### config.mk
export PLATFORM = sky130hd
export DESIGN_NAME = aes_v2_issue
export DESIGN_NICKNAME = d
export VERILOG_FILES = /design/src/rtl/aes_v2_issue.sv
export SDC_FILE = /design/constraint.sdc
export NUM_CORES = 1
export LEC_CHECK = 0
export ABC_AREA = 1
export CORE_ASPECT_RATIO = 1.1
export CORE_UTILIZATION = 35
export CTS_CLUSTER_DIAMETER = 50
export CTS_CLUSTER_SIZE = 16
export DETAILED_ROUTE_END_ITERATION = 12
export PLACE_DENSITY = 0.71
export SLEW_MARGIN = 15
export SYNTH_ARGS = -nofsm -noshare
export SYNTH_HDL_FRONTEND = slang
export SYNTH_SLANG_ARGS = --single-unit
### constraint.sdc
create_clock -name g_clk -period 1.67 [get_ports g_clk]
set_input_delay 0.167 -clock g_clk [delete_from_list [all_inputs] [get_ports g_clk]]
set_output_delay 0.167 -clock g_clk [all_outputs]
set_load 0.005 [all_outputs]
### src/rtl/aes_v2_issue.sv
// Issue/hold front end for the multi-cycle AES word unit: latches one op,
// holds operands across the unit latency, and buffers the result for writeback.
`timescale 1ns/1ps
module aes_v2_issue #(
  parameter bit DECRYPT_EN = 1'b1,
  parameter int TAG_W      = 5
) (
  input  logic             g_clk,
  input  logic             g_resetn,
  input  logic             flush,
  input  logic             in_valid,
  output logic             in_ready,
  input  logic             in_sub,
  input  logic             in_enc,
  input  logic [31:0]      in_rs1,
  input  logic [31:0]      in_rs2,
  input  logic [TAG_W-1:0] in_tag,
  output logic             fu_valid,
  output logic             fu_sub,
  output logic             fu_enc,
  output logic [31:0]      fu_rs1,
  output logic [31:0]      fu_rs2,
  input  logic             fu_ready,
  input  logic [31:0]      fu_rd,
  output logic             out_valid,
  input  logic             out_ready,
  output logic [31:0]      out_rd,
  output logic [TAG_W-1:0] out_tag,
  output logic             out_err
);

  typedef enum logic [2:0] {
    S_IDLE,
    S_ISSUE,
    S_WAIT,
    S_DRAIN,
    S_RESP
  } state_e;

  state_e           state_q;
  logic             sub_q;
  logic             enc_q;
  logic [31:0]      rs1_q;
  logic [31:0]      rs2_q;
  logic [31:0]      rd_q;
  logic [TAG_W-1:0] tag_q;
  logic             err_q;
  logic             accept;
  logic             illegal;

  // Gated by reset so nothing is accepted while the block is held in reset.
  assign in_ready = g_resetn && !flush &&
                    ((state_q == S_IDLE) || ((state_q == S_RESP) && out_ready));
  assign accept   = in_valid && in_ready;
  assign illegal  = !in_enc && (DECRYPT_EN == 1'b0);

  always_ff @(posedge g_clk or negedge g_resetn) begin
    if (!g_resetn) begin
      state_q <= S_IDLE;
      sub_q   <= 1'b0;
      enc_q   <= 1'b0;
      rs1_q   <= '0;
      rs2_q   <= '0;
      rd_q    <= '0;
      tag_q   <= '0;
      err_q   <= 1'b0;
    end else if (accept) begin
      // An accept only happens from IDLE or a completing RESP, never under flush.
      sub_q <= in_sub;
      enc_q <= in_enc;
      rs1_q <= in_rs1;
      rs2_q <= in_rs2;
      tag_q <= in_tag;
      if (illegal) begin
        state_q <= S_RESP;
        rd_q    <= '0;
        err_q   <= 1'b1;
      end else begin
        state_q <= S_ISSUE;
        err_q   <= 1'b0;
      end
    end else begin
      case (state_q)
        S_ISSUE: state_q <= flush ? S_IDLE : S_WAIT;
        S_WAIT: begin
          if (fu_ready) begin
            if (flush) begin
              state_q <= S_IDLE;
            end else begin
              rd_q    <= fu_rd;
              err_q   <= 1'b0;
              state_q <= S_RESP;
            end
          end else if (flush) begin
            state_q <= S_DRAIN;
          end
        end
        // The unit cannot be aborted: operands stay held until it reports done.
        S_DRAIN: if (fu_ready) state_q <= S_IDLE;
        S_RESP:  if (flush || out_ready) state_q <= S_IDLE;
        default: state_q <= S_IDLE;
      endcase
    end
  end

  assign fu_valid  = (state_q == S_ISSUE) && !flush;
  assign fu_sub    = sub_q;
  assign fu_enc    = enc_q;
  assign fu_rs1    = rs1_q;
  assign fu_rs2    = rs2_q;
  assign out_valid = (state_q == S_RESP);
  assign out_rd    = rd_q;
  assign out_tag   = tag_q;
  assign out_err   = err_q;

endmodule

==> summary.md, run 1 <==
| Metric | Value |
|---|---|
| Hold crit path type | `primary input to async pin` |
| Outcome | `finished clean` |
| Count of different cell masters after synthesis | `21` |
| Share of layout cells above drive strength 1 | `0.08116` |
| Worst R2R Setup Slack | `0.15 ns` |
| Largest net degree at the start of global routing | `107` |
| Synthesized Nets | `580` |
| Setup Skew | `0.007166 ns` |
| Commonest cells after routing, fill and taps aside | `clkdlybuf4s50_1 (210), nand2_1 (113), inv_1 (109)` |
| Die area | `12970 sq um` |
| Commonest non-fill, non-tap cell in the layout | `clkdlybuf4s50_1` |
| Total negative slack | `0 ns` |
| Worst-Margin Slew | `0.5696 ns` |
| Number of global-route vias before repair | `3610` |
| CTS tree | `built` |
| First DRT Iteration DRCs | `~210` |
| Max Slew Vio Count | `0` |
| Num rows | `42` |
| DRC | `0` |
| Worst R2R End | `fu_rs1[15]$_DFFE_PN0P_` |
| Total congestion overflow | `0` |
| Avg WL per Cell | `13.18 um` |
| Cell Area, Synth | `4380 sq um` |
| CP Cell Sequence | `buf_4 -> nor2_2 -> and3_1 -> dlygate4sd2_1` |
| Initial antenna violation count | `1` |
| CTS root buf | `clkbuf_16` |
| Tmin final | `1.578 ns` |
| Vias | `approximately 3700` |
| Peak supply drop | `between 700 and 800 uV` |
| Clock tree buffer depth | `2` |
| Synth Area per Inst | `9.300 sq um` |
| Final Power | `10.62 mW` |
| Min Hold Slack | `~0.15 ns` |
| Port-buffer cells | `214` |
| Net count, final | `794` |
| #FFs+latches synth | `106` |
| Drt pass-1 iters | `4` |
| Clk sinks | `106` |
| Crit path DAT | `roughly 1.4 ns` |
| Synth area leader | `dfrtp_1` |
| Antenna-violating nets left | `0` |
| Global-route wire length before repair | `17510 um` |
| Highest Clock Rate | `633.7 MHz` |
| GPL Wtd Cong | `0.8629` |
| CP Capture Type | `output port` |
| RSZ-0062 raised after global routing | `false` |
| Max Cap Violations | `0` |
| Final Cycle Share | `0.9450` |
| Pwr/cell area | `1517 nW/um^2` |
| Skew-Pair Late Insertion Delay | `roughly 0.34 ns` |
| Area Overhead vs Synth | `59.90%` |
| Drt total wl | `11140 um` |
| Top cells by area, synth | `dfrtp_1 (61%), nand2_1 (9.7%), inv_1 (9.3%), o21ai_1 (8.0%), o21ai_2 (4.4%)` |
| CP Class | `flip-flop to output port` |
| Reg2reg path depth | `7` |
| Core ar. | `12140 sq um` |
| CTS buffer count | `9` |
| Synth top area share | `0.6055` |
| R2r startpoint | `state_q[0]$_DFFE_PN0P_` |
| Finish-stage setup viols | `0` |
| DP HPWL | `7971 um` |
| H-tree Lvls | `3` |
| Critical Path Fanout Max | `5` |
| Reg clk slew, reported paths | `0.08 ns` |
| Gate Count Post-Synth | `roughly 470` |
| Final Hold Fails | `0` |
| Critical Path Source Type | `flip-flop` |
| Worst slew margin | `0.6203` |
| YS warnings | `0` |
| GRT Util Overall | `0.1738` |
| Die W | `108.7 um` |
| Slowest cell on crit path | `dfrtp_2` |
| Register area share after synthesis | `0.6055` |
| Die height | `about 120 um` |
| Leak pwr | `3.498 nW` |
| Via density per instance | `4.347` |
| Slowest stage delay, CP | `0.42 ns` |
| Ports | `216` |
| Initial core utilization | `0.3609` |
| CP required | `~1.5 ns` |
-- cells by family after synthesis --
logic type	count (synthesis)	synth area share
and+or+nand+nor	128	0.1197
DFF	106	0.6055
other	1	0.0008561
buffers and inverters	132	0.1362
AOI/OAI and AO/OA	104	0.1377
-- how the worst max path moves through the flow --
stage	startpoint	to	cells past startpoint
after CTS	g_resetn	in_ready	6
after floorplan	state_q[1]$_DFFE_PN0P_	fu_rs2[0]$_DFFE_PN0P_	6
after detailed placement	flush	in_ready	4
final	state_q[0]$_DFFE_PN0P_	in_ready	4
after global routing	state_q[0]$_DFFE_PN0P_	in_ready	4
after global placement	flush	in_ready	4
-- critical path: cells and delay by family, from the launching register on --
family	cells	cell delay (ns)
buf+inv	2	0.39
flops	1	0.42
simple gates	2	0.26
-- where the power goes --
group | switching, mW | leakage, nW | internal (mW) | total (mW)
clock | 0.950 | 0.155 | 1.36 | 2.31
combinational | 1.47 | 2.01 | 2.62 | 4.08
sequential | 0.586 | 1.33 | 3.65 | 4.23
-- layer usage --
layer | track usage | share of wire | vias to the layer above
met3 | 0.04050 | 0.075 | 14
met4 | 0.06250 | 0.015 | 0
met1 | 0.2134 | 0.42 | 1682
met2 | 0.2947 | 0.49 | 129
li1 | - | - | 1848
met5 | 0 | 0 | -
-- stage by stage --
step	std cells	utilization	instance area (sq um)	setup slack (ns)
CTS	844	0.5766	6999	0.04109
global route	845	0.5770	7004	0.02578
detailed placement	822	0.5454	6620	0.03456
floorplan	471	-	4380	0.4382
finish	845	0.5770	7004	0.09188
global placement	822	0.5454	6620	0.05969
-- synthesized netlist by cell type --
master / instances
clkbuf_2: 1
nand3_1: 4
o21ai_0: 12
nand4_4: 1
buf_6: 12
buf_2: 2
buf_4: 2
nor2_4: 1
nand4_1: 3
nor2_2: 1
conb_1: 1
and3_1: 1
clkbuf_1: 5
dfrtp_1: 106
inv_1: 109
nand2_1: 113
o21ai_1: 70
nor3_1: 1
buf_1: 1
o21ai_2: 22
nor2_1: 3
-- final cells by class --
cell class | count | area (sq um)
clock inverter | 6 | 88.84
clock buffer | 10 | 239.0
timing repair buffer | 226 | 2281
multi-input combinational | 233 | 1136
antenna | 1 | 2.502
sequential | 106 | 2655
inverter | 109 | 409.1
fill | 1079 | 5135
tap | 154 | 192.7
-- flip-flops by register name (all words and copies together) (netlist names) --
signal	flops
state_q	3
fu_sub	1
fu_rs2	32
fu_rs1	32
out_tag	5
fu_enc	1
out_rd	32
-- what timing repair did --
action / 4_1_cts / 5_1_grt
hold endpoints to repair: 106 / 0
hold buffers: 1 / 0
setup buffers: 5 / 0
pin swaps: 2 / 0
gates resized for setup: 6 / 1
setup endpoints to repair: 3 / 2
(Power assumes the default switching activity.)
==> inputs of run 2 (changes only) <==
CORE_MARGIN = 5   (was unset)
==> run 2 against run 1 <==
Clock power decreased by 15%. Sequential share of layout area increased by 0.29 points. First-iteration DRC count decreased by 2.9%. Hold slack improved by 0.040 ns. Clock skew decreased by 0.00095 ns. Critical path type unchanged. Largest cell class unchanged. Largest power group unchanged.
==> summary.md, run 2 (synthesis results as in run 1) <==
| Metric | Value |
|---|---|
| CP Class | `flip-flop to output port` |
| DP HPWL | `8943 um (+12%)` |
| Die W | `116.7 um (+7.4%)` |
| Area Overhead vs Synth | `58.70%` |
| Die height | `127.3 um (+6.7%)` |
| Avg WL per Cell | `13.92 um (+5.6%)` |
| Commonest non-fill, non-tap cell in the layout | `clkdlybuf4s50_1` |
| Area occupied by multi-input gates | `1147 sq um (+0.99%)` |
| Largest net degree at the start of global routing | `66 (-38%)` |
| Finish-stage setup viols | `0 (unchanged)` |
| GPL Wtd Cong | `0.7828 (-9.3%)` |
| Critical Path Source Type | `flip-flop` |
| CP Capture Type | `output port` |
| Pwr/cell area | `1482 nW/um^2 (-2.3%)` |
| CP Cell Sequence | `nor2_4 -> and3_1 -> dlygate4sd2_1` |
| Slowest stage delay, CP | `0.47 ns (+0.05 ns)` |
| Commonest cells after routing, fill and taps aside | `clkdlybuf4s50_1 (210), nand2_1 (113), inv_1 (109)` |
| CTS tree | `built` |
| Ports | `216 (unchanged)` |
| Drt total wl | `11740 um (+5.3%)` |
| Via density per instance | `4.339 (-0.17%)` |
| CTS buffer count | `9 (unchanged)` |
| Total negative slack | `0 ns (unchanged)` |
| Initial antenna violation count | `0 (-1)` |
| Critical Path Fanout Max | `5 (unchanged)` |
| Worst R2R End | `out_rd[22]$_DFFE_PN0P_` |
| CP required | `1.50 ns (about the same)` |
| DRC | `0 (unchanged)` |
| Register area | `2655 sq um (unchanged)` |
| Outcome | `finished clean` |
| Final Cycle Share | `0.9143 (-0.03068)` |
| RSZ-0062 raised after global routing | `false` |
| Share of layout cells above drive strength 1 | `0.07692 (-0.004236)` |
| Initial core utilization | `0.3609 (unchanged)` |
| Final Hold Fails | `0 (unchanged)` |
| First DRT Iteration DRCs | `201 (-2.9%)` |
| DP Worst Slack | `0.01308 ns (-0.02148 ns)` |
| Highest Clock Rate | `654.9 MHz (+3.4%)` |
| Core ar. | `12140 sq um (unchanged)` |
| R2r startpoint | `state_q[0]$_DFFE_PN0P_` |
| Crit path DAT | `1.36 ns (-0.05 ns)` |
| Max Slew Vio Count | `0 (unchanged)` |
| Skew-Pair Late Insertion Delay | `0.34 ns (about the same)` |
| Fillers | `1086 (+0.65%)` |
| Antenna-violating nets left | `0 (unchanged)` |
| Number of global-route vias before repair | `3736 (+3.5%)` |
| Num rows | `42 (unchanged)` |
| Drt pass-1 iters | `4 (unchanged)` |
| CTS root buf | `clkbuf_16` |
| Die area | `14860 sq um (+15%)` |
| Worst-Margin Slew | `0.6951 ns (+0.1255 ns)` |
| Clock tree buffer depth | `2 (unchanged)` |
| Worst slew margin | `0.5366 (-0.08366)` |
| GRT Util Overall | `0.1609 (-0.01294)` |
| Slowest cell on crit path | `dfrtp_2` |
| Clk sinks | `106 (unchanged)` |
| Final core utilization | `0.5727 (-0.004329)` |
| Tmin final | `1.527 ns (-0.05124 ns)` |
| Total congestion overflow | `0 (unchanged)` |
| Reg2reg path depth | `6 (-1)` |
| Global-route wire length before repair | `18710 um (+6.9%)` |
| Setup Skew | `0.006217 ns (-0.0009482 ns)` |
| Net count, final | `793 (-0.13%)` |
| Final WS setup | `0.1431 ns (+0.05124 ns)` |
| Vias | `3658 (-0.41%)` |
| Leak pwr | `3.461 nW (-1.0%)` |
| Port-buffer cells | `214 (unchanged)` |
| Max Cap Violations | `0 (unchanged)` |
| Inserted Diodes | `0 (-1)` |
| Reg clk slew, reported paths | `0.07 ns (about the same)` |
| Worst R2R Setup Slack | `0.20 ns (+0.05 ns)` |
| Hold crit path type | `primary input to async pin` |
| H-tree Lvls | `3 (unchanged)` |
| Peak supply drop | `767.8 uV (+4.2%)` |
==> run 2: how the worst max path moves through the flow <==
stage                                      start                     to  slack [ns]  cells past startpoint
after global routing      state_q[0]$_DFFE_PN0P_               in_ready        0.07                      3
final                     state_q[0]$_DFFE_PN0P_               in_ready        0.14                      3
after detailed placement                   flush               in_ready        0.01                      4
after global placement                     flush               in_ready        0.05                      4
after floorplan           state_q[1]$_DFFE_PN0P_  fu_rs2[0]$_DFFE_PN0P_        0.44                      6
after CTS                               g_resetn               in_ready        0.03                      6
==> run 2: repair_timing <==
| action | in CTS | in global routing |
|---|---|---|
| setup buffers | 3 | 0 |
| gates cloned | 0 | 0 |
| resized for setup | 8 | 1 |
| hold endpoints to repair | 72 | 0 |
| pin swaps | 2 | 1 |
| hold buffers | 1 | 0 |
| setup endpoints to repair | 3 | 1 |
==> run 2: area by class of cell <==
cell class                      instances  area share
Timing Repair Buffer                  225      0.3270
Tap cell                              154     0.02772
Multi-Input combinational cell        233      0.1650
Clock buffer                           12     0.03546
Sequential cell                       106      0.3819
Inverter                              109     0.05886
Clock inverter                          4    0.003960
==> run 2: per-stage QoR <==
stage | total power, mW | cell area [sq um] | hold WS, ns | instances
floorplan | 5.534 | 4380 | -0.1286 | 471
global placement | 8.283 | 6628 | 0.3498 | 823
detailed placement | 8.421 | 6628 | 0.3530 | 823
CTS | 10.49 | 6949 | 0.3468 | 843
global route | 11.03 | 6952 | 0.2944 | 843
finish | 10.30 | 6952 | 0.1873 | 843
==> run 2: where the power goes <==
part	internal [mW]	switching (mW)	total, mW
Combinational	2.61	1.47	4.08
Clock	1.05	0.916	1.97
Sequential	3.65	0.604	4.25
==> run 2: worst max-delay path: cells and delay by family (launching register included) <==
kind	cells	cell delay, ns
buffers and inverters	1	0.24
flip-flops	1	0.47
AND/OR/NAND/NOR	2	0.31
==> run 2: metal layers <==
layer	track usage	vias to the layer above	wire (um)
met5	0	-	0
met4	0.06748	0	279
met3	0.04447	20	965
met2	0.2663	129	5768
met1	0.1965	1666	4723
li1	-	1843	-
==> inputs of run 3 (changes only) <==
--- a/config.mk
+++ b/config.mk
@@ -14,5 +14,5 @@
 export DETAILED_ROUTE_END_ITERATION = 12
 export PLACE_DENSITY = 0.71
-export SLEW_MARGIN = 15
+export SLEW_MARGIN = 0
 export SYNTH_ARGS = -nofsm -noshare
 export SYNTH_HDL_FRONTEND = slang
==> constraint.sdc (replaced) <==
create_clock -name g_clk -period 1.67 [get_ports g_clk]
set_input_delay 0.2505 -clock g_clk [delete_from_list [all_inputs] [get_ports g_clk]]
set_output_delay 0.2505 -clock g_clk [all_outputs]
set_load 0.005 [all_outputs]
==> run 3 against run 2 <==
Worst setup slack got worse by 0.068 ns. Wire length fell by 0.88%. Sequential cell count did not move. First-iteration DRC count fell by 6.0%. Hold slack got worse by 0.13 ns. Maximum frequency fell by 4.3%. Non-clock buffer count rose by 2. Sequential share of layout area fell by 0.12 points. Cell count rose by 0.24%. Clock-buffer cell count did not move. Register-to-register slack barely moved. Critical path type unchanged. Largest cell class unchanged.
==> summary.md, run 3 (synthesis results as in run 1) <==
| Metric | Value |
|---|---|
| Outcome | `finished clean` |
| Die W | `116.7 um (unchanged)` |
| Final core utilization | `0.5745 (+0.001856)` |
| Initial core utilization | `0.3609 (unchanged)` |
| Tmin final | `1.595 ns (+0.06831 ns)` |
| Avg WL per Cell | `13.77 um (-1.1%)` |
| Largest net degree at the start of global routing | `66 (unchanged)` |
| GPL Wtd Cong | `0.7761 (-0.86%)` |
| CP Class | `flip-flop to output port` |
| Net count, final | `795 (+0.25%)` |
| CP Capture Type | `output port` |
| Max Slew Vio Count | `0 (unchanged)` |
| CTS tree | `built` |
| CTS root buf | `clkbuf_16` |
| Vias | `3664 (+0.16%)` |
| Clk sinks | `106 (unchanged)` |
| Antenna-violating nets left | `0 (unchanged)` |
| First DRT Iteration DRCs | `189 (-6.0%)` |
| Worst-Margin Slew | `0.7102 ns (+0.01514 ns)` |
| Drt total wl | `11630 um (-0.88%)` |
| Crit path DAT | `1.34 ns (-0.02 ns)` |
| DP HPWL | `8812 um (-1.5%)` |
| Die area | `14860 sq um (unchanged)` |
| Critical Path Source Type | `flip-flop` |
| Worst slew margin | `0.5265 (-0.01010)` |
| Die height | `127.3 um (unchanged)` |
| Clock tree buffer depth | `2 (unchanged)` |
| Commonest cells after routing, fill and taps aside | `clkdlybuf4s50_1 (210), nand2_1 (113), inv_1 (108)` |
| Setup Skew | `0.005257 ns (-0.0009607 ns)` |
| Finish-stage setup viols | `0 (unchanged)` |
| CTS buffer count | `9 (unchanged)` |
| Inst Count DP | `825 (+0.24%)` |
| Final Hold Fails | `0 (unchanged)` |
| Core ar. | `12140 sq um (unchanged)` |
| Drt pass-1 iters | `4 (unchanged)` |
| Ports | `216 (unchanged)` |
| Initial antenna violation count | `0 (unchanged)` |
| Number of global-route vias before repair | `3685 (-1.4%)` |
| Share of layout cells above drive strength 1 | `0.08538 (+0.008460)` |
| Global-route wire length before repair | `18310 um (-2.1%)` |
| Skew-Pair Late Insertion Delay | `0.33 ns (about the same)` |
| Reg clk slew, reported paths | `0.07 ns (about the same)` |
| RSZ-0062 raised after global routing | `false` |
| Hold crit path type | `primary input to async pin` |
| Area Overhead vs Synth | `59.21%` |
| Highest Clock Rate | `626.9 MHz (-4.3%)` |
| Inserted Diodes | `0 (unchanged)` |
| CP required | `1.42 ns (-0.08 ns)` |
| Total congestion overflow | `0 (unchanged)` |
| Pwr/cell area | `1489 nW/um^2 (+0.49%)` |
| DRC | `0 (unchanged)` |
| GRT Util Overall | `0.1546 (-0.006270)` |
| Critical Path Fanout Max | `3 (-2)` |
| H-tree Lvls | `3 (unchanged)` |
| Final Instance Count excl. Fillers | `845 (+0.24%)` |
| Via density per instance | `4.336 (about the same)` |
| Port-buffer cells | `214 (unchanged)` |
| Leak pwr | `3.479 nW (+0.52%)` |
| Final Cycle Share | `0.9552 (+0.04091)` |
| Max Cap Violations | `0 (unchanged)` |
| Peak supply drop | `633.4 uV (-18%)` |
| Commonest non-fill, non-tap cell in the layout | `clkdlybuf4s50_1` |
| Num rows | `42 (unchanged)` |
-- run 3: changes by cell type in the layout (fill, tap and decap cells not counted), sizes merged --
cell	previous run	this run
clkinvlp	3	2
clkinv	1	2
dlygate4sd2	3	2
dlymetal6s4s	1	0
clkdlybuf4s15	0	1
buf	11	14
-- run 3: report_power, final --
| part | switching [mW] | leakage (nW) | internal (mW) | total (mW) |
|---|---|---|---|---|
| Combinational | 1.50 | 2.01 | 2.62 | 4.12 |
| Clock | 0.908 | 0.141 | 1.13 | 2.04 |
| Sequential | 0.585 | 1.33 | 3.65 | 4.23 |
| Total | 2.99 | 3.48 | 7.40 | 10.4 |
-- run 3: path summary, 6_finish.rpt --
check | slack [ns] | from | endpoint | cells past startpoint
hold reg to reg | 0.48 | fu_rs1[18]$_DFFE_PN0P_ | fu_rs1[18]$_DFFE_PN0P_ | 2
max in group asynchronous | 1.12 | g_resetn | fu_rs2[0]$_DFFE_PN0P_ | 2
hold / removal | 0.06 | g_resetn | state_q[0]$_DFFE_PN0P_ | 2
min in group g_clk | 0.41 | g_resetn | fu_rs1[4]$_DFFE_PN0P_ | 5
setup reg to reg | 0.21 | state_q[1]$_DFFE_PN0P_ | out_rd[0]$_DFFE_PN0P_ | 6
setup / recovery | 0.07 | state_q[1]$_DFFE_PN0P_ | out_valid | 3
-- run 3: layer usage --
metal,up-vias,track usage,part of all wire
li1,1854,-,-
met1,1654,0.1900,0.40
met2,133,0.2552,0.48
met3,23,0.05203,0.090
met4,0,0.05061,0.026
met5,-,0,0
-- run 3: critical path: stages (launching register included) --
cell	delay, ns
dfrtp_2	0.43
buf_4	0.15
nor3_2	0.18
clkdlybuf4s15_1	0.25
-- run 3: per-stage QoR --
stage | worst slack, ns | total power [mW] | cell area, sq um | TNS [ns] | hold slack [ns]
global placement | -0.07999 | 8.287 | 6643 | -0.1491 | 0.4273
global route | 0.001958 | 11.09 | 6974 | 0 | 0.1218
detailed placement | -0.1249 | 8.427 | 6643 | -1.205 | 0.4492
floorplan | 0.4382 | 5.534 | 4380 | 0 | -0.04509
CTS | 0.04610 | 10.55 | 6973 | 0 | 0.08527
finish | 0.07481 | 10.39 | 6974 | 0 | 0.05954
-- run 3: final cells by class --
cell class	instances	area, sq um
Fill cell	1081	5165
Sequential cell	106	2655
Timing Repair Buffer	227	2285
Multi-Input combinational cell	233	1141
Inverter	109	409.1
Clock buffer	12	266.5
Tap cell	154	192.7
Clock inverter	4	25.02
-- run 3: timing repair --
item / 4_1_cts / 5_1_grt
buffers inserted: 4 / 0
pin swaps: 1 / 0
resized for setup: 8 / 1
hold buffers: 0 / 0
setup endpoints to repair: 3 / 1
